File: src/rtl/pc_fetch_pkg.sv
// Shared constants for the instruction-fetch front end: default word width,
// default reset vector and the fetch state encoding.
package pc_fetch_pkg;

  localparam int unsigned WORD_LENGTH          = 32;
  localparam int unsigned DEFAULT_RESET_VECTOR = 0;

  localparam logic [1:0] ST_IDLE = 2'b00;
  localparam logic [1:0] ST_REQ  = 2'b01;
  localparam logic [1:0] ST_HOLD = 2'b10;

endpackage

File: src/rtl/pc_fetch_pc_reg.sv
// Program-counter register: N-bit load-enabled register with synchronous
// active-low reset to RESET_VECTOR.
module pc_reg
  import pc_fetch_pkg::*;
#(
  parameter int unsigned  N            = WORD_LENGTH,
  parameter logic [N-1:0] RESET_VECTOR = N'(DEFAULT_RESET_VECTOR)
) (
  input  logic         clk,
  input  logic         rst,
  input  logic         ld,
  input  logic [N-1:0] d,
  output logic [N-1:0] q
);

  logic [N-1:0] pc_q;
  logic [N-1:0] pc_d;

  always_comb begin
    pc_d = ld ? d : pc_q;
  end

  // NOTE: clocked state is written only with non-blocking assignments so every
  // flop samples the pre-edge values of its neighbours.
  always_ff @(posedge clk) begin
    if (!rst) pc_q <= RESET_VECTOR;
    else      pc_q <= pc_d;
  end

  assign q = pc_q;

endmodule

File: src/rtl/pc_fetch.sv
// Instruction-fetch front end: owns the PC, issues single-outstanding word reads
// and holds one fetched instruction for decode. PC_FETCH_COUNT_EN adds fetch_count.
module pc_fetch
  import pc_fetch_pkg::*;
#(
  parameter int unsigned  N            = WORD_LENGTH,
  parameter logic [N-1:0] RESET_VECTOR = N'(DEFAULT_RESET_VECTOR),
  parameter logic [N-1:0] INC          = N'(1)
) (
  input  logic         clk,
  input  logic         rst,
  input  logic         stall,
  input  logic         br_en,
  input  logic [N-1:0] br_target,
  output logic         mem_req,
  output logic [N-1:0] mem_addr,
  input  logic         mem_ready,
  input  logic [N-1:0] instr_in,
  output logic [N-1:0] instr_out,
  output logic [N-1:0] pc_out,
  output logic         instr_valid
`ifdef PC_FETCH_COUNT_EN
  ,
  output logic [N-1:0] fetch_count
`endif
);

  logic [1:0]   state_q, state_d;
  logic         valid_q, valid_d;
  logic [N-1:0] instr_q, instr_d;
  logic [N-1:0] pc_out_q, pc_out_d;

  logic [N-1:0] pc;
  logic [N-1:0] pc_next;
  logic         pc_ld;
  logic         accept;
  logic         slot_blocked;

  pc_reg #(
    .N            (N),
    .RESET_VECTOR (RESET_VECTOR)
  ) u_pc_reg (
    .clk (clk),
    .rst (rst),
    .ld  (pc_ld),
    .d   (pc_next),
    .q   (pc)
  );

  // A full slot that downstream refuses must not trigger a new read.
  assign slot_blocked = valid_q && stall;
  assign mem_req      = (state_q == ST_REQ) && !slot_blocked;
  assign mem_addr     = pc;

  // NOTE: every signal written here gets a default first, so no path leaves
  // it unassigned and no latch is inferred.
  always_comb begin
    state_d  = state_q;
    valid_d  = valid_q;
    instr_d  = instr_q;
    pc_out_d = pc_out_q;
    pc_ld    = 1'b0;
    pc_next  = pc;
    accept   = 1'b0;

    if (br_en) begin
      pc_ld   = 1'b1;
      pc_next = br_target;
      valid_d = 1'b0;
      state_d = ST_REQ;
    end else begin
      case (state_q)
        ST_IDLE: begin
          state_d = ST_REQ;
          valid_d = valid_q && stall;
        end
        ST_REQ: begin
          if (slot_blocked) begin
            state_d = ST_HOLD;
          end else if (mem_ready) begin
            accept = 1'b1;
          end else begin
            valid_d = 1'b0;
          end
        end
        ST_HOLD: begin
          if (!stall) begin
            state_d = ST_REQ;
            valid_d = 1'b0;
          end
        end
        default: state_d = ST_IDLE;
      endcase
    end

    if (accept) begin
      instr_d  = instr_in;
      pc_out_d = pc;
      valid_d  = 1'b1;
      pc_ld    = 1'b1;
      pc_next  = pc + INC;
    end
  end

  // NOTE: the slot data registers are reset too, because decode sees
  // instr_out/pc_out as zero straight out of reset.
  always_ff @(posedge clk) begin
    if (!rst) begin
      state_q  <= ST_IDLE;
      valid_q  <= 1'b0;
      instr_q  <= '0;
      pc_out_q <= '0;
    end else begin
      state_q  <= state_d;
      valid_q  <= valid_d;
      instr_q  <= instr_d;
      pc_out_q <= pc_out_d;
    end
  end

  assign instr_out   = instr_q;
  assign pc_out      = pc_out_q;
  assign instr_valid = valid_q;

`ifdef PC_FETCH_COUNT_EN
  logic [N-1:0] count_q, count_d;

  // Saturating count of accepted fetches; a branch leaves it untouched.
  always_comb begin
    count_d = count_q;
    if (accept && (count_q != '1)) count_d = count_q + N'(1);
  end

  always_ff @(posedge clk) begin
    if (!rst) count_q <= '0;
    else      count_q <= count_d;
  end

  assign fetch_count = count_q;
`endif

endmodule

File: config.mk
export PLATFORM = sky130hd
export DESIGN_NAME = pc_fetch
export DESIGN_NICKNAME = d
export VERILOG_FILES = /design/src/rtl/pc_fetch_pkg.sv /design/src/rtl/pc_fetch_pc_reg.sv /design/src/rtl/pc_fetch.sv
export SDC_FILE = /design/constraint.sdc
export NUM_CORES = 1
export LEC_CHECK = 0
export ABC_CLOCK_PERIOD_IN_PS = 2590
export BUFFER_PORTS_ARGS = -buffer_cell sky130_fd_sc_hd__buf_2
export CORE_MARGIN = 2
export CORE_UTILIZATION = 51
export CTS_CLUSTER_DIAMETER = 50
export DETAILED_ROUTE_END_ITERATION = 7
export PLACE_DENSITY = 0.79
export SYNTH_ARGS = -nofsm -noshare
export SYNTH_HDL_FRONTEND = slang
export SYNTH_HIERARCHICAL = 1
export SYNTH_SLANG_ARGS = --single-unit
File: constraint.sdc
create_clock -name clk -period 2.59 [get_ports clk]
set_input_delay 0.1295 -clock clk [delete_from_list [all_inputs] [get_ports clk]]
set_output_delay 0.1295 -clock clk [all_outputs]
set_load 0.03 [all_outputs]
=== Word level (Yosys, flattened, before mapping) ===
Index checks and enable logic that the tools add are counted.
W data, S select, Z words.

* Reductions and logical operators: 11
* Muxes and demuxes: 18
* Bitwise gates (word level): 1
* Equal/unequal tests: 9
* $add $sub $neg: 1

{| class="wikitable"
|+ Operators with widths
! operator !! number
|-
| $mux W32 || 2
|-
| $add A32 B1 Y32 const B || 1
|-
| $mux W1 || 12
|-
| $ne A4 B4 Y1 const B || 3
|-
| $ne A3 B3 Y1 const B || 2
|-
| $pmux W2 S3 || 1
|-
| $reduce_and A2 Y1 || 3
|-
| $reduce_bool A5 Y1 || 1
|-
| $mux W2 || 2
|-
| $ne A2 B2 Y1 const B || 2
|-
| $reduce_and A4 Y1 || 1
|-
| $pmux W1 S3 || 1
|-
| $eq A2 B1 Y1 const B || 1
|-
| $eq A2 B2 Y1 const B || 1
|-
| $logic_and A1 B1 Y1 || 2
|-
| $logic_not A2 Y1 || 1
|-
| $reduce_bool A2 Y1 || 1
|-
| $reduce_or A2 Y1 || 1
|-
| $logic_not A1 Y1 || 1
|-
| $not A1 Y1 || 1
|}

* Flip-flop bits (word level): 99
* Output and inout bits: 98
* Word-level logic and storage cells: 46
* Input bits: 69

=== Logic depth before layout (Yosys ltp) ===
* Depth in word-level cells: 6
* Gate-level depth with buffers: 11
* Gate-level depth less buffers: 9

=== Cells and area by module ===
Netlist, hierarchy kept.

{| class="wikitable"
|+ By module, submodules not included
! module !! seq. area each (µm²) !! area each (µm²) !! cells an instance !! instances
|-
| pc_fetch || 1341.3 || 3942.5 || 534 || 1
|-
| pc_reg || 640.6 || 1243.7 || 103 || 1
|}

=== Worst setup path after synthesis ===
No wires, ideal clock.

* Path kind: register -> register
* Start: reg u_pc_reg.pc_q[0] (netlist: u_pc_reg/q[0])
* End: reg u_pc_reg.pc_q[16] (netlist: u_pc_reg/q[16])
* Library setup time: 0.117 ns
* Stages on the path, launching flop included: 9
* Data arrival time: 2.019 ns
* Period minus slack after synthesis: 2.136 ns
* Path slack: 0.454 ns
* Data required time: 2.473 ns
* Path buffers: 1
* Cells stage by stage: dfxtp_1 ha_1 nand4_1 or2_1 clkbuf_1 o311ai_0 o311ai_1 mux2i_1 nor2b_1

* Cells in the longest elaborated chain, start to end: 2

{| class="wikitable"
|+ Ends and longest elaborated chain
! element !! RTL line !! RTL
|-
| start: declaration || pc_fetch_pc_reg.sv:16 || <nowiki>logic [N-1:0] pc_q;</nowiki>
|-
| start signal: assignment || pc_fetch_pc_reg.sv:27 || <nowiki>else pc_q <= pc_d;</nowiki>
|-
| $add A32 B1 Y32 || pc_fetch.sv:101 || <nowiki>pc_next = pc + INC;</nowiki>
|-
| $mux W32 || pc_fetch.sv:96 || <nowiki>if (accept) begin</nowiki>
|-
| named net pc_next[16] || pc_fetch.sv:34 || <nowiki>logic [N-1:0] pc_next;</nowiki>
|}

The timed path passes the listed nets, and every way through them passes these cells.
A chain may end at the register's enable or synchronous reset.

=== Worst setup path after layout ===
* Start: reg state_q[1]
* End: reg u_pc_reg.pc_q[9] (netlist: u_pc_reg/q[9])

* Elaborated cells on any way between the ends: 7
* Classes of those cells: eq/ne: 1; mux: 4; reduce/logical: 2

{| class="wikitable"
|+ RTL lines
! element !! RTL line !! RTL
|-
| start: declaration || pc_fetch.sv:28 || <nowiki>logic [1:0] state_q, state_d;</nowiki>
|-
| start signal: assignment || pc_fetch.sv:114 || <nowiki>state_q <= state_d;</nowiki>
|-
| $eq A2 B1 Y1 || pc_fetch.sv:72 || <nowiki>case (state_q)</nowiki>
|-
| $mux W1 || pc_fetch.sv:72 ||
|-
| $mux W1 || pc_fetch.sv:66 || <nowiki>if (br_en) begin</nowiki>
|-
| $mux W32 || pc_fetch.sv:96 ||
|-
| named net pc_next[9] || pc_fetch.sv:34 ||
|}

The timed path passes the listed nets, and every way through them passes these cells.

==> results by group <==
Status
  – Status: finished, final reports clean

Setup path
  – WP data arrival: 2720 ps
  – Crit path required time: 2900 ps
  – WS Path Type: reg2reg
  – Crit. End Element: register
  – Startpoint Class: register
  – Critical Path Fanout Max: 19

Cells and area
  – Fill cells: 849
  – Layout cells sized above 1: 26.0%
  – Most frequent cells in the layout: buf_2 (166), nand2_1 (164), dfxtp_1 (99), a21boi_0 (64), nor2b_1 (39)
  – Commonest non-fill, non-tap cell in the layout: buf_2
  – Nets: 883
  – Area growth, synth to finish: 25.5%
  – Multi-input logic area: 0.00292 mm²
  – Register area: 0.00198 mm²
  – Finished Cell Area: 0.00651 mm²
  – N_diodes: 0

Logic synthesis
  – Largest family of logic cells by synthesized area: simple AND/OR/NAND/NOR gates
  – Syn_area_per_cell: 8.14 µm²
  – Xor/xnor cell area share of the yosys netlist: 1.35%
  – Post-synth top flop: dfxtp_1
  – Mapped Nets: 713
  – Mapped cell area: 0.00519 mm²
  – Synth warn: 6
  – Yosys reg bits: 99
  – Post-synth EDFFs: 0
  – Netlist cell types: 55
  – Post-Synthesis Cells: 637
  – Post-synthesis sequential area ratio: 38.2%
  – Adder-cell share of the synthesized area: 1.69%
  – Synth Area in Compound Gates: 17.7%
  – Multiplexer share of the synthesized area: 6.76%
  – Async set-reset flop share out of synthesis: 0%
  – Simple-gate share of the synthesized area: 28.3%

Global route
  – Initial antenna violation count: 0
  – Vias in the first global route: 5007
  – GRT overflow: 0
  – GRT Total Usage: 26.4%
  – First-pass GRT wire length: 23900 µm
  – Largest net degree at the start of global routing: 57

Floorplan
  – IO Pins: 167
  – CORE AREA: 0.00982 mm²
  – Die height: 105 µm
  – Initial Utilization: 52.8%
  – Rows: 36
  – Die area: 0.0110 mm²
  – Die width: 105 µm

Place
  – I/O Buffers: 166
  – Post-DP HPWL: 9910 µm
  – GP Congestion: 0.874
  – Placed Area: 0.00605 mm²

CTS
  – Worst skew pair latency: 380 ps
  – H-tree lvl count: 3
  – Root buffer cell: clkbuf_8
  – TritonCTS Buffers: 9
  – Clk slew on worst S/H paths: 100 ps
  – CTS tree: done
  – Sink Count: 99
  – Clock Tree Buf Depth: 2
  – Post-CTS Setup Bufs: 0

Timing
  – Skew final: 12.1 ps
  – Final Hold Fails: 0
  – Slew @ Worst Pin: 844 ps
  – Finish-stage setup viols: 0
  – Max Slew Vio Count: 0
  – RSZ-0062 raised after global routing: no
  – Minimum clock period: 2410 ps
  – Fmax: 416 MHz
  – Setup TNS: 0 ps
  – Max transition margin: 43.8%
  – Part of the cycle the worst path needs: 92.9%

Detailed routing
  – Vias: 5208
  – Drt total wl: 14600 µm
  – Length of the first detailed-routing pass in iterations: 7
  – WL per Instance: 15.5 µm
  – DRT antenna net count: 0
  – Drt via density: 5.51
  – Drt first-iter violations: 452
  – # DRC: 0

Min path
  – Min-Delay Path Class: in2reg

Flow run
  – Max-cap violation count: 0

Power and ir drop
  – LEAKAGE: 2.79 nW
  – Pwr dens: 494 mW/mm²
  – Maximum VDD drop: 0.341 mV
cells in the mapped netlist (all sizes together), types with 3 or more instances:
cell | instances | area [µm²]
a311o | 3 | 30.0
xor2 | 4 | 35.0
a21oi | 4 | 20.0
xnor2 | 4 | 35.0
buf | 23 | 173
clkbuf | 24 | 90.1
o311ai | 10 | 87.6
nand3 | 24 | 133
nor4 | 8 | 50.1
nand2 | 165 | 619
a22oi | 5 | 37.5
and4 | 5 | 43.8
inv | 10 | 40.0
a21boi | 66 | 495
o21ai | 12 | 60.1
dfxtp | 99 | 1980
mux2i | 35 | 350
ha | 7 | 87.6
nor2 | 14 | 52.6
nor2b | 39 | 244
or2 | 6 | 37.5
o31ai | 7 | 52.6
nand4 | 20 | 131
and2 | 3 | 20.0
and3 | 3 | 18.8
nor3 | 13 | 70.1
state kept, by name, summed over array words and instances, names as in the netlist:
| signal | flops |
|---|---|
| instr_out | 32 |
| pc_out | 32 |
| state_q | 2 |
| instr_valid | 1 |
| u_pc_reg/q | 32 |
final cells by class:
class	instances	area share (%)
Clock inverter	6	0.730
Clock buffer	10	2.11
Multi-Input combinational cell	480	44.9
Timing Repair Buffer	206	18.6
Tap cell	133	2.56
Inverter	11	0.673
Sequential cell	99	30.4
per-stage QoR:
stage	hold slack (ps)	power, mW	utilization [%]	setup slack [ps]	instances
2_1_floorplan	258	2.08	-	454	637
3_3_place_gp	381	2.24	61.6	379	902
3_5_place_dp	391	2.26	61.6	243	902
4_1_cts	1.42	3.23	66.2	217	945
5_1_grt	2.52	3.36	66.3	21.9	945
6_report	5.69	3.22	66.3	185	945
worst paths after layout:
check / to / from / slack, ps / cells after the start
worst min-delay path: instr_out[16]$_SDFFE_PN0P_ / instr_in[16] / 6 / 3
worst max-delay path: u_pc_reg/q[9]$_SDFFE_PN0P_ / state_q[1]$_SDFFE_PP0P_ / 180 / 9
worst max register to register: u_pc_reg/q[9]$_SDFFE_PN0P_ / state_q[1]$_SDFFE_PP0P_ / 180 / 9
worst min register to register: pc_out[28]$_SDFFE_PN0P_ / pc_out[28]$_SDFFE_PN0P_ / 460 / 2
worst max-delay path, cell delays in order, from the launching register on:
cell and delay (ps):
dfxtp_1 360, inv_1 120, ha_1 170, a21bo_1 350, inv_4 170, nand3_4 220, or4_1 550, a31oi_1 180
mux2i_1 100, nor2b_1 110
power by group:
part | total, mW | switching [mW] | internal (mW)
clock network | 0.958 | 0.572 | 0.386
logic | 0.597 | 0.353 | 0.244
registers | 1.67 | 0.0853 | 1.58
logic make-up (layout without fill, tap and decap cells):
logic type,count (synthesis),after routing
flops,99,99
mux,35,35
compound gates,123,123
fa+ha+maj,7,7
simple gates,307,307
xor+xnor,8,8
buf+inv,58,233
metal layers:
| metal | wire (µm) | GRT usage [%] | vias to the layer above |
|---|---|---|---|
| met3 | 1110 | 6.67 | 29 |
| met1 | 6250 | 33.1 | 2396 |
| met4 | 293 | 10.2 | 0 |
| met5 | 0 | 0 | - |
| li1 | - | - | 2557 |
| met2 | 6990 | 43.6 | 226 |
repair_timing:
| item | 4_1_cts | 5_1_grt |
|---|---|---|
| hold buffers | 27 | 0 |
| resized for setup | 0 | 1 |
| setup endpoints to repair | 0 | 4 |
| endpoints found under the hold margin | 27 | 0 |
Power figures use the tool's default switching activity.
